===== config.mk =====
export PLATFORM = sky130hd
export DESIGN_NAME = up3_ctrl_flat
export DESIGN_NICKNAME = d
export VERILOG_FILES = /design/src/rtl/up3_pkg.sv /design/src/rtl/up3_ctrl_if.sv /design/src/rtl/up3_step_edge.sv /design/src/rtl/up3_ctrl.sv /design/src/flat_wrapper.sv
export SDC_FILE = /design/constraint.sdc
export NUM_CORES = 1
export LEC_CHECK = 0
export ABC_AREA = 1
export ABC_CLOCK_PERIOD_IN_PS = 3070
export CAP_MARGIN = 20
export CORE_UTILIZATION = 39
export CTS_CLUSTER_SIZE = 28
export DETAILED_ROUTE_END_ITERATION = 10
export PLACE_DENSITY = 0.84
export SLEW_MARGIN = 20
export SYNTH_ARGS = -nofsm -noshare
export SYNTH_HDL_FRONTEND = slang
export SYNTH_SLANG_ARGS = --single-unit

===== constraint.sdc =====
create_clock -name clk -period 3.07 [get_ports clk]
set_clock_uncertainty 0.15 [all_clocks]
set_input_delay 0.307 -clock clk [delete_from_list [all_inputs] [get_ports clk]]
set_output_delay 0.307 -clock clk [all_outputs]
set_load 0.02 [all_outputs]

===== src/rtl/up3_pkg.sv =====
// up3_pkg: shared state codes, opcodes and ALU select encodings for the up3 control sequencer.
package up3_pkg;

    typedef enum logic [4:0] {
        S_IDLE     = 5'd0,
        S_FETCH_H  = 5'd1,
        S_LOAD_H   = 5'd2,
        S_FETCH_L  = 5'd3,
        S_LOAD_L   = 5'd4,
        S_DECODE   = 5'd5,
        S_EX_MEM   = 5'd6,
        S_EX_ALU   = 5'd7,
        S_EX_LOADI = 5'd8,
        S_EX_STORE = 5'd9,
        S_EX_JUMP  = 5'd10,
        S_HALT     = 5'd31
    } state_t;

    localparam logic [7:0] OP_LOADI = 8'h00;
    localparam logic [7:0] OP_LOAD  = 8'h01;
    localparam logic [7:0] OP_STORE = 8'h02;
    localparam logic [7:0] OP_ADD   = 8'h03;
    localparam logic [7:0] OP_SUB   = 8'h04;
    localparam logic [7:0] OP_JUMP  = 8'h05;
    localparam logic [7:0] OP_JNEG  = 8'h06;
    localparam logic [7:0] OP_JZ    = 8'h07;
    localparam logic [7:0] OP_HALT  = 8'hFF;

    typedef enum logic [1:0] {
        ALU_PASS_MDR   = 2'b00,
        ALU_PASS_VALUE = 2'b01,
        ALU_ADD        = 2'b10,
        ALU_SUB        = 2'b11
    } alu_op_t;

endpackage


===== src/rtl/up3_ctrl_if.sv =====
// up3_ctrl_if: control strobes and status between the up3 sequencer and its datapath.
// There is no valid/ready pair here: every strobe is a single-cycle command that the datapath
// must act on at the next rising edge; opcode/ac are level inputs sampled by the sequencer.
interface up3_ctrl_if;
    logic [7:0] opcode;
    logic [7:0] ac;
    logic [4:0] state;
    logic       fetch;
    logic       mar_sel;
    logic       load_h;
    logic       load_l;
    logic       incr_pc;
    logic       load_ac;
    logic [1:0] alu_op;
    logic       store_mem;
    logic       load_pc;
    logic       instr_done;
    logic       halted;

    modport master (
        input  opcode, ac,
        output state, fetch, mar_sel, load_h, load_l, incr_pc, load_ac, alu_op,
               store_mem, load_pc, instr_done, halted
    );

    modport slave (
        output opcode, ac,
        input  state, fetch, mar_sel, load_h, load_l, incr_pc, load_ac, alu_op,
               store_mem, load_pc, instr_done, halted
    );
endinterface


===== src/rtl/up3_step_edge.sv =====
// up3_step_edge: rising-edge detector for the debounced single-step key.
module up3_step_edge (
    input  logic clk,
    input  logic reset,
    input  logic step,
    output logic rise
);
    logic step_q;

    always_ff @(posedge clk or posedge reset) begin
        if (reset) begin
            step_q <= 1'b0;
        end else begin
            step_q <= step;
        end
    end

    assign rise = step & ~step_q;
endmodule


===== src/rtl/up3_ctrl.sv =====
// up3_ctrl: fetch/decode/execute sequencer for the up3 8-bit accumulator datapath.
// Define UP3_CTRL_STEP_EN to add run/step ports that gate leaving IDLE.
module up3_ctrl
    import up3_pkg::*;
(
    input  logic       clk,
    input  logic       reset,
`ifdef UP3_CTRL_STEP_EN
    input  logic       run,
    input  logic       step,
`endif
    up3_ctrl_if.master bus
);

    state_t state_q;
    state_t state_n;
    logic   go;
    logic   branch_taken;
    logic   is_mem_op;

`ifdef UP3_CTRL_STEP_EN
    logic step_rise;

    up3_step_edge u_step_edge (
        .clk   (clk),
        .reset (reset),
        .step  (step),
        .rise  (step_rise)
    );

    // Step edges seen outside IDLE are simply not consulted.
    assign go = run | step_rise;
`else
    assign go = 1'b1;
`endif

    always_comb begin
        branch_taken = 1'b0;
        case (bus.opcode)
            OP_JUMP: branch_taken = 1'b1;
            OP_JNEG: branch_taken = bus.ac[7];
            OP_JZ:   branch_taken = (bus.ac == 8'h00);
            default: branch_taken = 1'b0;
        endcase
    end

    assign is_mem_op = (bus.opcode == OP_LOAD) || (bus.opcode == OP_ADD) ||
                       (bus.opcode == OP_SUB);

    always_ff @(posedge clk or posedge reset) begin
        if (reset) begin
            state_q <= S_IDLE;
        end else begin
            state_q <= state_n;
        end
    end

    // Strobes depend only on state_q (plus opcode/ac), so reset clears them immediately.
    always_comb begin
        state_n        = state_q;
        bus.fetch      = 1'b0;
        bus.mar_sel    = 1'b0;
        bus.load_h     = 1'b0;
        bus.load_l     = 1'b0;
        bus.incr_pc    = 1'b0;
        bus.load_ac    = 1'b0;
        bus.alu_op     = ALU_PASS_MDR;
        bus.store_mem  = 1'b0;
        bus.load_pc    = 1'b0;
        bus.instr_done = 1'b0;
        bus.halted     = 1'b0;
        case (state_q)
            S_IDLE: begin
                if (go) state_n = S_FETCH_H;
            end
            S_FETCH_H: begin
                bus.fetch = 1'b1;
                state_n   = S_LOAD_H;
            end
            S_LOAD_H: begin
                bus.load_h  = 1'b1;
                bus.incr_pc = 1'b1;
                state_n     = S_FETCH_L;
            end
            S_FETCH_L: begin
                bus.fetch = 1'b1;
                state_n   = S_LOAD_L;
            end
            S_LOAD_L: begin
                bus.load_l  = 1'b1;
                bus.incr_pc = 1'b1;
                state_n     = S_DECODE;
            end
            S_DECODE: begin
                if (bus.opcode == OP_LOADI) begin
                    state_n = S_EX_LOADI;
                end else if (is_mem_op) begin
                    state_n = S_EX_MEM;
                end else if (bus.opcode == OP_STORE) begin
                    state_n = S_EX_STORE;
                end else if (branch_taken) begin
                    state_n = S_EX_JUMP;
                end else if (bus.opcode == OP_HALT) begin
                    state_n = S_HALT;
                end else begin
                    bus.instr_done = 1'b1;
                    state_n        = S_IDLE;
                end
            end
            S_EX_MEM: begin
                bus.fetch   = 1'b1;
                bus.mar_sel = 1'b1;
                state_n     = S_EX_ALU;
            end
            S_EX_ALU: begin
                bus.load_ac = 1'b1;
                if (bus.opcode == OP_ADD) begin
                    bus.alu_op = ALU_ADD;
                end else if (bus.opcode == OP_SUB) begin
                    bus.alu_op = ALU_SUB;
                end else begin
                    bus.alu_op = ALU_PASS_MDR;
                end
                bus.instr_done = 1'b1;
                state_n        = S_IDLE;
            end
            S_EX_LOADI: begin
                bus.load_ac    = 1'b1;
                bus.alu_op     = ALU_PASS_VALUE;
                bus.instr_done = 1'b1;
                state_n        = S_IDLE;
            end
            S_EX_STORE: begin
                bus.store_mem  = 1'b1;
                bus.mar_sel    = 1'b1;
                bus.instr_done = 1'b1;
                state_n        = S_IDLE;
            end
            S_EX_JUMP: begin
                bus.load_pc    = 1'b1;
                bus.instr_done = 1'b1;
                state_n        = S_IDLE;
            end
            S_HALT: begin
                bus.halted = 1'b1;
            end
            default: begin
                state_n = S_IDLE;
            end
        endcase
    end

    assign bus.state = state_q;

endmodule


===== src/flat_wrapper.sv =====
// flat-port wrapper written by rule: the top's interface ports become plain ports
module up3_ctrl_flat import up3_pkg::*;
  (clk, reset, bus_opcode, bus_ac, bus_state, bus_fetch, bus_mar_sel, bus_load_h, bus_load_l, bus_incr_pc, bus_load_ac, bus_alu_op, bus_store_mem, bus_load_pc, bus_instr_done, bus_halted);
  up3_ctrl_if bus_i ();
  input  logic clk;
  input  logic reset;
  input wire logic [$bits(bus_i.opcode)-1:0] bus_opcode;
  input wire logic [$bits(bus_i.ac)-1:0] bus_ac;
  output wire logic [$bits(bus_i.state)-1:0] bus_state;
  output wire logic [$bits(bus_i.fetch)-1:0] bus_fetch;
  output wire logic [$bits(bus_i.mar_sel)-1:0] bus_mar_sel;
  output wire logic [$bits(bus_i.load_h)-1:0] bus_load_h;
  output wire logic [$bits(bus_i.load_l)-1:0] bus_load_l;
  output wire logic [$bits(bus_i.incr_pc)-1:0] bus_incr_pc;
  output wire logic [$bits(bus_i.load_ac)-1:0] bus_load_ac;
  output wire logic [$bits(bus_i.alu_op)-1:0] bus_alu_op;
  output wire logic [$bits(bus_i.store_mem)-1:0] bus_store_mem;
  output wire logic [$bits(bus_i.load_pc)-1:0] bus_load_pc;
  output wire logic [$bits(bus_i.instr_done)-1:0] bus_instr_done;
  output wire logic [$bits(bus_i.halted)-1:0] bus_halted;
  assign bus_i.opcode = bus_opcode;
  assign bus_i.ac = bus_ac;
  assign bus_state = bus_i.state;
  assign bus_fetch = bus_i.fetch;
  assign bus_mar_sel = bus_i.mar_sel;
  assign bus_load_h = bus_i.load_h;
  assign bus_load_l = bus_i.load_l;
  assign bus_incr_pc = bus_i.incr_pc;
  assign bus_load_ac = bus_i.load_ac;
  assign bus_alu_op = bus_i.alu_op;
  assign bus_store_mem = bus_i.store_mem;
  assign bus_load_pc = bus_i.load_pc;
  assign bus_instr_done = bus_i.instr_done;
  assign bus_halted = bus_i.halted;
  up3_ctrl u_core (.clk(clk), .reset(reset), .bus(bus_i));
endmodule

==> results of run 1 <==
[cells by family after synthesis]
kind of cell | synth area share [%]
simple gates | 62.4
compound gates | 5.25
flops | 21.9
buf+inv | 10.5
[final timing paths]
path / startpoint / slack [ns] / to
max in group asynchronous: reset / 2.50 / u_core.bus.state[3]$_DFFE_PP0N_
min in group clk: u_core.bus.state[2]$_DFFE_PP0N_ / 0.54 / u_core.bus.state[4]$_DFFE_PP0N_
max: bus_opcode[7] / 0.50 / bus_alu_op[1]
min reg2reg: u_core.bus.state[2]$_DFFE_PP0N_ / 0.54 / u_core.bus.state[4]$_DFFE_PP0N_
min: reset / 0.11 / u_core.bus.state[1]$_DFFE_PP0N_
max reg2reg: u_core.bus.state[0]$_DFFE_PP0N_ / 1.65 / u_core.bus.state[1]$_DFFE_PP0N_
[worst max-delay path, cell delays in order]
cell and delay (ns):
sky130_fd_sc_hd__clkdlybuf4s50_1 0.42, sky130_fd_sc_hd__nor2_1 0.11, sky130_fd_sc_hd__nand2_1 0.11, sky130_fd_sc_hd__nor2_2 0.12, sky130_fd_sc_hd__nand2_1 0.09, sky130_fd_sc_hd__or2_1 0.23
sky130_fd_sc_hd__o31ai_1 0.07, sky130_fd_sc_hd__clkdlybuf4s50_1 0.65
[power by group]
group / total (W) / internal (W) / leakage [nW] / switching (W)
clock network: 0.0000754 / 0.0000491 / 0.0150 / 0.0000263
logic: 0.0000361 / 0.0000230 / 0.387 / 0.0000131
registers: 0.0000662 / 0.0000662 / 0.0437 / 0
total: 0.000178 / 0.000138 / 0.446 / 0.0000395
[per-stage QoR]
step	instances	hold WS, ns	power [W]
floorplan	104	-0.0645	0.0000783
global placement	153	0.359	0.000103
detailed placement	153	0.372	0.000103
CTS	157	0.0996	0.000182
global route	157	0.135	0.000194
finish	157	0.105	0.000178
[metal layers]
metal / up-vias / track usage, %
li1: 404 / -
met1: 328 / 27.3
met2: 40 / 46.0
met3: 2 / 3.33
met4: 0 / 12.5
met5: - / 0
[final cells by class]
type                    instances  share of cell area (%)
multi-input cells              83                    40.4
repair buffers                 34                    35.6
well taps                      15                    1.96
flip-flops and latches          5                    13.1
inverters                      16                    6.27
clock buffers                   4                    2.75
[cell usage in the layout, fill, tap and decap left out, types with 2 or more instances in the layout]
master,synthesis,final
sky130_fd_sc_hd__nand2_1,35,35
sky130_fd_sc_hd__o21ai_0,3,3
sky130_fd_sc_hd__nor2_2,5,5
sky130_fd_sc_hd__o31ai_1,2,2
sky130_fd_sc_hd__nand3_1,5,5
sky130_fd_sc_hd__inv_2,2,2
sky130_fd_sc_hd__nand3b_1,2,2
sky130_fd_sc_hd__clkdlybuf4s50_1,0,34
sky130_fd_sc_hd__nand3_2,2,2
sky130_fd_sc_hd__nand4_1,3,3
sky130_fd_sc_hd__clkbuf_4,0,3
sky130_fd_sc_hd__nor2_1,20,20
sky130_fd_sc_hd__nor3_1,2,2
sky130_fd_sc_hd__dfrtp_1,5,5
sky130_fd_sc_hd__inv_1,14,14
==> flow_summary_export.csv, run 1 <==
group,metric,value,unit
worst_setup_path,path_class,"in -> out",
hold_path,timing.hold.worst.class,"in -> async",
sta,final_min_period_over_clock_period,83.7,%
layout,fillerInstances,116,
synthesis,ys.flop_type,"sky130_fd_sc_hd__dfrtp_1",
placed_design,numPortBuffers,34,
sta,max_slew.worst_pin.slew,0.227,ns
floorplan,die_width,40.3,um
placed_design,gpl.final_weighted_congestion,0.805,
placed_design,dp_slack,0.505,ns
global_route,grt.total_usage,24.9,%
synthesis,yosys.cell_count.top_type,"sky130_fd_sc_hd__nand2_1",
synthesis,synthesis.area_per_instance,5.50,um2
clock_tree,post_cts_resize_count,0,
routing,drt_pass1_iterations,4,
sta,final_hold_viol_count,0,
sta,final.setup.worst_slack,0.500,ns
routing,met2_length,794,um
routing,route.detailed.drc,0,
floorplan,initial_utilization,42.9,%
synthesis,synth.ff_latch_count,5,
layout,multi_input_logic_area,387,um2
placed_design,hpwl,1370,um
synthesis,synth_cell_types,17,
layout,largest_reg_flops,5,
clock_tree,max-clock-path-buffers,2,
clock_tree,worst_setup_hold_path_clk_slew,0.04,ns
global_route,first_global_vias,658,
clock_tree,worst_skew_late_latency,0.24,ns
routing,drt-initial-drc-count,22,
layout,areaGrowthSynthToFinish,67.4,%
synthesis,synth_top_cells_by_area,"sky130_fd_sc_hd__nand2_1 (23%), sky130_fd_sc_hd__dfrtp_1 (22%), sky130_fd_sc_hd__nor2_1 (13%)",
placed_design,post_dp_cell_area,931,um2
global_route,grt_start_max_net_pins,7,
routing,met3_wire_len,100,um
pwr,ir_worst_vdd,228,uV
floorplan,pin_count,35,
sta,grt_setup_unrepaired,"no",
synthesis,postSynthNetCount,122,
synthesis,synth.cells.most_frequent,"sky130_fd_sc_hd__nand2_1 (35), sky130_fd_sc_hd__nor2_1 (20), sky130_fd_sc_hd__inv_1 (14)",
floorplan,coreArea,1330,um2
layout,nets,161,
routing,drt_wl_total,1600,um
synthesis,async_flop_share,100,%
global_route,grt.overflow.total,0,
pwr,power_density,186,nW/um2
clock_tree,clock-root-buffer,"sky130_fd_sc_hd__clkbuf_4",
worst_setup_path,critical_path_arrival,2.11,ns
sta,post-route-min-period,2.57,ns
synthesis,synth_enable_flop_cells,0,
routing,top_signal_layer_used,"met4",
sta,final-setup-viol-count,0,
floorplan,placementRows,13,
layout,antennaDiodeCount,0,
worst_setup_path,cp.required,2.61,ns
routing,routed_via_density,4.93,
layout,final-seq-area,125,um2
layout,post_route_cells_drive_above_1_share,9.86,%
worst_setup_path,cp_max_fo,3,
synthesis,synth.yosys.seq_area_share,21.9,%
clock_tree,tritoncts,"done",
clock_tree,numClockSinks,5,
sta,slew_headroom,84.7,%
clock_tree,hold_fix_buffers_at_cts,0,
sta,fmax,389,MHz
clock_tree,clock_tree.htree_level_count,1,
layout,finish.instance_area,957,um2
sta,slew_viol_final,0,
clock_tree,cts_buffers,3,
clock_tree,postCtsSetupBuffers,0,
synthesis,yosys_warns,0,
layout,layout.core_utilization,71.8,%
global_route,grt_first_pass_wirelength,2660,um
worst_setup_path,startpoint_type,"primary input",
floorplan,design.die.area,1620,um2
run,max_cap_viol_count,0,
outcome,outcome,"finished clean",
synthesis,syn-cell-area,572,um2
worst_setup_path,r2r_worst_path_depth,6,
synthesis,post_syn_instances,104,
synthesis,synth_largest_area_cell,"sky130_fd_sc_hd__nand2_1",
synthesis,synth_largest_type_area_fraction,23.0,%
worst_setup_path,critPathCaptureType,"output port",
sta,tns,0,ns
pwr,power_leakage,0.446,nW
floorplan,die_height,40.3,um
routing,routed-via-count,774,
routing,route.detailed.wl_per_inst,10.2,um
routing,met1Wirelength,679,um
global_route,antenna_found_initial,0,
routing,ant_nets,0,
Power figures use the tool's default switching activity.
==> run 2, diff against run 1 <==
--- a/config.mk
+++ b/config.mk
@@ -6,12 +6,12 @@
 export NUM_CORES = 1
 export LEC_CHECK = 0
 export ABC_AREA = 1
-export ABC_CLOCK_PERIOD_IN_PS = 3070
+export ABC_CLOCK_PERIOD_IN_PS = 2700
 export CAP_MARGIN = 20
-export CORE_UTILIZATION = 39
+export CORE_UTILIZATION = 36
 export CTS_CLUSTER_SIZE = 28
 export DETAILED_ROUTE_END_ITERATION = 10
-export PLACE_DENSITY = 0.84
+export PLACE_DENSITY = 0.78
 export SLEW_MARGIN = 20
 export SYNTH_ARGS = -nofsm -noshare
 export SYNTH_HDL_FRONTEND = slang
==> constraint.sdc (replaced) <==
create_clock -name clk -period 2.7 [get_ports clk]
set_clock_uncertainty 0.15 [all_clocks]
set_input_delay 0.27 -clock clk [delete_from_list [all_inputs] [get_ports clk]]
set_output_delay 0.27 -clock clk [all_outputs]
set_load 0.02 [all_outputs]
==> run 2 against run 1 <==
Against the previous run:
- worst hold slack worse by 0.025 ns
- combinational power grew 14%
- core utilization shrank 7.4 points
==> flow_summary_export.csv, run 2 (same netlist as run 1, synthesis figures left out) <==
group,metric,value,unit
floorplan,design.die.area,1750,um2
worst_setup_path,cp_max_fo,3,
clock_tree,post_cts_resize_count,0,
placed_design,gpl.final_weighted_congestion,0.841,
routing,ant_nets,0,
global_route,grt_first_pass_wirelength,2500,um
layout,finish.instance_area,958,um2
worst_setup_path,worst_path_largest_cell_delay,0.64,ns
pwr,pwr-share-comb,20.6,%
worst_setup_path,timing.critical_path.cells,"clkdlybuf4s50_1 > nor2_1 > nand2_1 > nor2_2 > nand2_1 > or2_1 > o31ai_1 > clkdlybuf4s50_1",
worst_setup_path,path_class,"in -> out",
routing,route.detailed.wl_per_inst,9.01,um
placed_design,dp_slack,0.236,ns
global_route,first_global_vias,621,
pwr,seq_power_share,37.8,%
layout,post_route_cells_drive_above_1_share,9.86,%
global_route,antenna_found_initial,0,
pwr,power_leakage,0.446,nW
outcome,outcome,"finished clean",
pwr,power_density,208,nW/um2
routing,drt_pass1_iterations,4,
layout,multi_input_logic_area,387,um2
clock_tree,numClockSinks,5,
layout,fillerInstances,143,
clock_tree,clock-root-buffer,"sky130_fd_sc_hd__clkbuf_4",
worst_setup_path,crit_slowest_cell,"sky130_fd_sc_hd__clkdlybuf4s50_1",
global_route,grt.total_usage,18.2,%
run,max_cap_viol_count,0,
layout,layoutNonFillerInstCount,158,
layout,largest_reg_flops,5,
layout,areaGrowthSynthToFinish,67.6,%
sta,slew_headroom,85.0,%
sta,hold_slack,0.0805,ns
clock_tree,postCtsSetupBuffers,0,
routing,drt_wl_total,1420,um
hold_path,timing.hold.worst.class,"in -> async",
clock_tree,max-clock-path-buffers,2,
pwr,clock_power_share,41.7,%
layout,final-seq-area,125,um2
pwr,sw_frac_of_total,21.2,%
floorplan,die_width,41.9,um
pwr,ir_worst_vdd,216,uV
sta,post-route-min-period,2.46,ns
worst_setup_path,cp.required,2.28,ns
floorplan,initial_utilization,38.4,%
placed_design,dpl.cell_count,154,
sta,slew_viol_final,0,
sta,final_hold_viol_count,0,
sta,grt_setup_unrepaired,"no",
worst_setup_path,critical_path_arrival,2.04,ns
floorplan,die_height,41.9,um
floorplan,pin_count,35,
clock_tree,worst_setup_hold_path_clk_slew,0.04,ns
layout,commonest_non_fill_non_tap_cells_in_the_layout,"sky130_fd_sc_hd__nand2_1 (35), sky130_fd_sc_hd__clkdlybuf4s50_1 (34), sky130_fd_sc_hd__nor2_1 (20), sky130_fd_sc_hd__inv_1 (14)",
clock_tree,cts_buffers,3,
sta,final_min_period_over_clock_period,91.2,%
sta,tns,0,ns
clock_tree,hold_fix_buffers_at_cts,0,
global_route,grt_start_max_net_pins,7,
floorplan,coreArea,1490,um2
worst_setup_path,r2r_worst_path_depth,6,
placed_design,post_dp_cell_area,932,um2
clock_tree,tritoncts,"done",
placed_design,numPortBuffers,34,
routing,routed-via-count,765,
layout,antennaDiodeCount,0,
layout,nets,161,
routing,drt-initial-drc-count,17,
floorplan,placementRows,14,
pwr,switchingPower,0.0000422,W
routing,routed_via_density,4.84,
placed_design,hpwl,1260,um
sta,max_slew.worst_pin.slew,0.224,ns
layout,most_common_cell_after_layout_fill_and_taps_aside,"sky130_fd_sc_hd__nand2_1",
worst_setup_path,critPathCaptureType,"output port",
routing,route.detailed.drc,0,
sta,final.setup.worst_slack,0.237,ns
worst_setup_path,startpoint_type,"primary input",
pwr,internal-power,0.000157,W
clock_tree,clock_tree.htree_level_count,1,
global_route,grt.overflow.total,0,
clock_tree,worst_skew_late_latency,0.23,ns
sta,fmax,406,MHz
sta,final-setup-viol-count,0,
-- run 2: cell counts in the layout (fill, tap and decap cells not counted) --
Identical to the previous run, type by type.
-- run 2: final cells by class --
class	instances	share of cell area, %
repair buffers	34	35.5
flip-flops and latches	5	13.1
inverters	16	6.27
clock buffers	4	2.74
well taps	16	2.09
multi-input cells	83	40.3
-- run 2: final timing paths --
check                                                start                              end  slack (ns)
setup / recovery                             bus_opcode[4]                    bus_alu_op[1]        0.24
hold / removal                                       reset  u_core.bus.state[4]$_DFFE_PP0N_        0.08
setup reg to reg           u_core.bus.state[0]$_DFFE_PP0N_  u_core.bus.state[1]$_DFFE_PP0N_        1.32
hold reg to reg            u_core.bus.state[2]$_DFFE_PP0N_  u_core.bus.state[4]$_DFFE_PP0N_        0.52
max in group asynchronous                            reset  u_core.bus.state[2]$_DFFE_PP0N_        2.15
min in group clk           u_core.bus.state[2]$_DFFE_PP0N_  u_core.bus.state[4]$_DFFE_PP0N_        0.52
-- run 2: critical path: cells and delay by family --
family,cells,cell delay (ns)
buf+inv,2,1.06
simple gates,5,0.64
compound gates,1,0.07
-- run 2: routing by layer --
| layer | GRT usage [%] | part of all wire, % |
|---|---|---|
| met5 | 0 | 0 |
| met4 | 9.03 | 2.9 |
| met3 | 4.35 | 7.2 |
| met2 | 28.4 | 48 |
| met1 | 23.3 | 42 |
-- run 2: metrics by stage --
step	util, %	power [W]
floorplan	-	0.0000890
global placement	62.6	0.000117
detailed placement	62.6	0.000118
CTS	64.4	0.000203
global route	64.4	0.000216
finish	64.4	0.000199
-- run 2: power groups by stage --
stage	Sequential (W)	Combinational (W)	Clock [W]
finish	0.0000753	0.0000410	0.0000830
global route	0.0000751	0.0000458	0.0000946
CTS	0.0000752	0.0000415	0.0000860
global placement	0.0000763	0.0000405	0
floorplan	0.0000763	0.0000127	0
detailed placement	0.0000763	0.0000414	0
==> run 3, diff against run 2 <==
--- a/config.mk
+++ b/config.mk
@@ -9,7 +9,6 @@
 export ABC_CLOCK_PERIOD_IN_PS = 2700
 export CAP_MARGIN = 20
 export CORE_UTILIZATION = 36
-export CTS_CLUSTER_SIZE = 28
 export DETAILED_ROUTE_END_ITERATION = 10
 export PLACE_DENSITY = 0.78
 export SLEW_MARGIN = 20
==> results of run 3 <==
Final layout, timing and power as in run 2 (identical DEF).
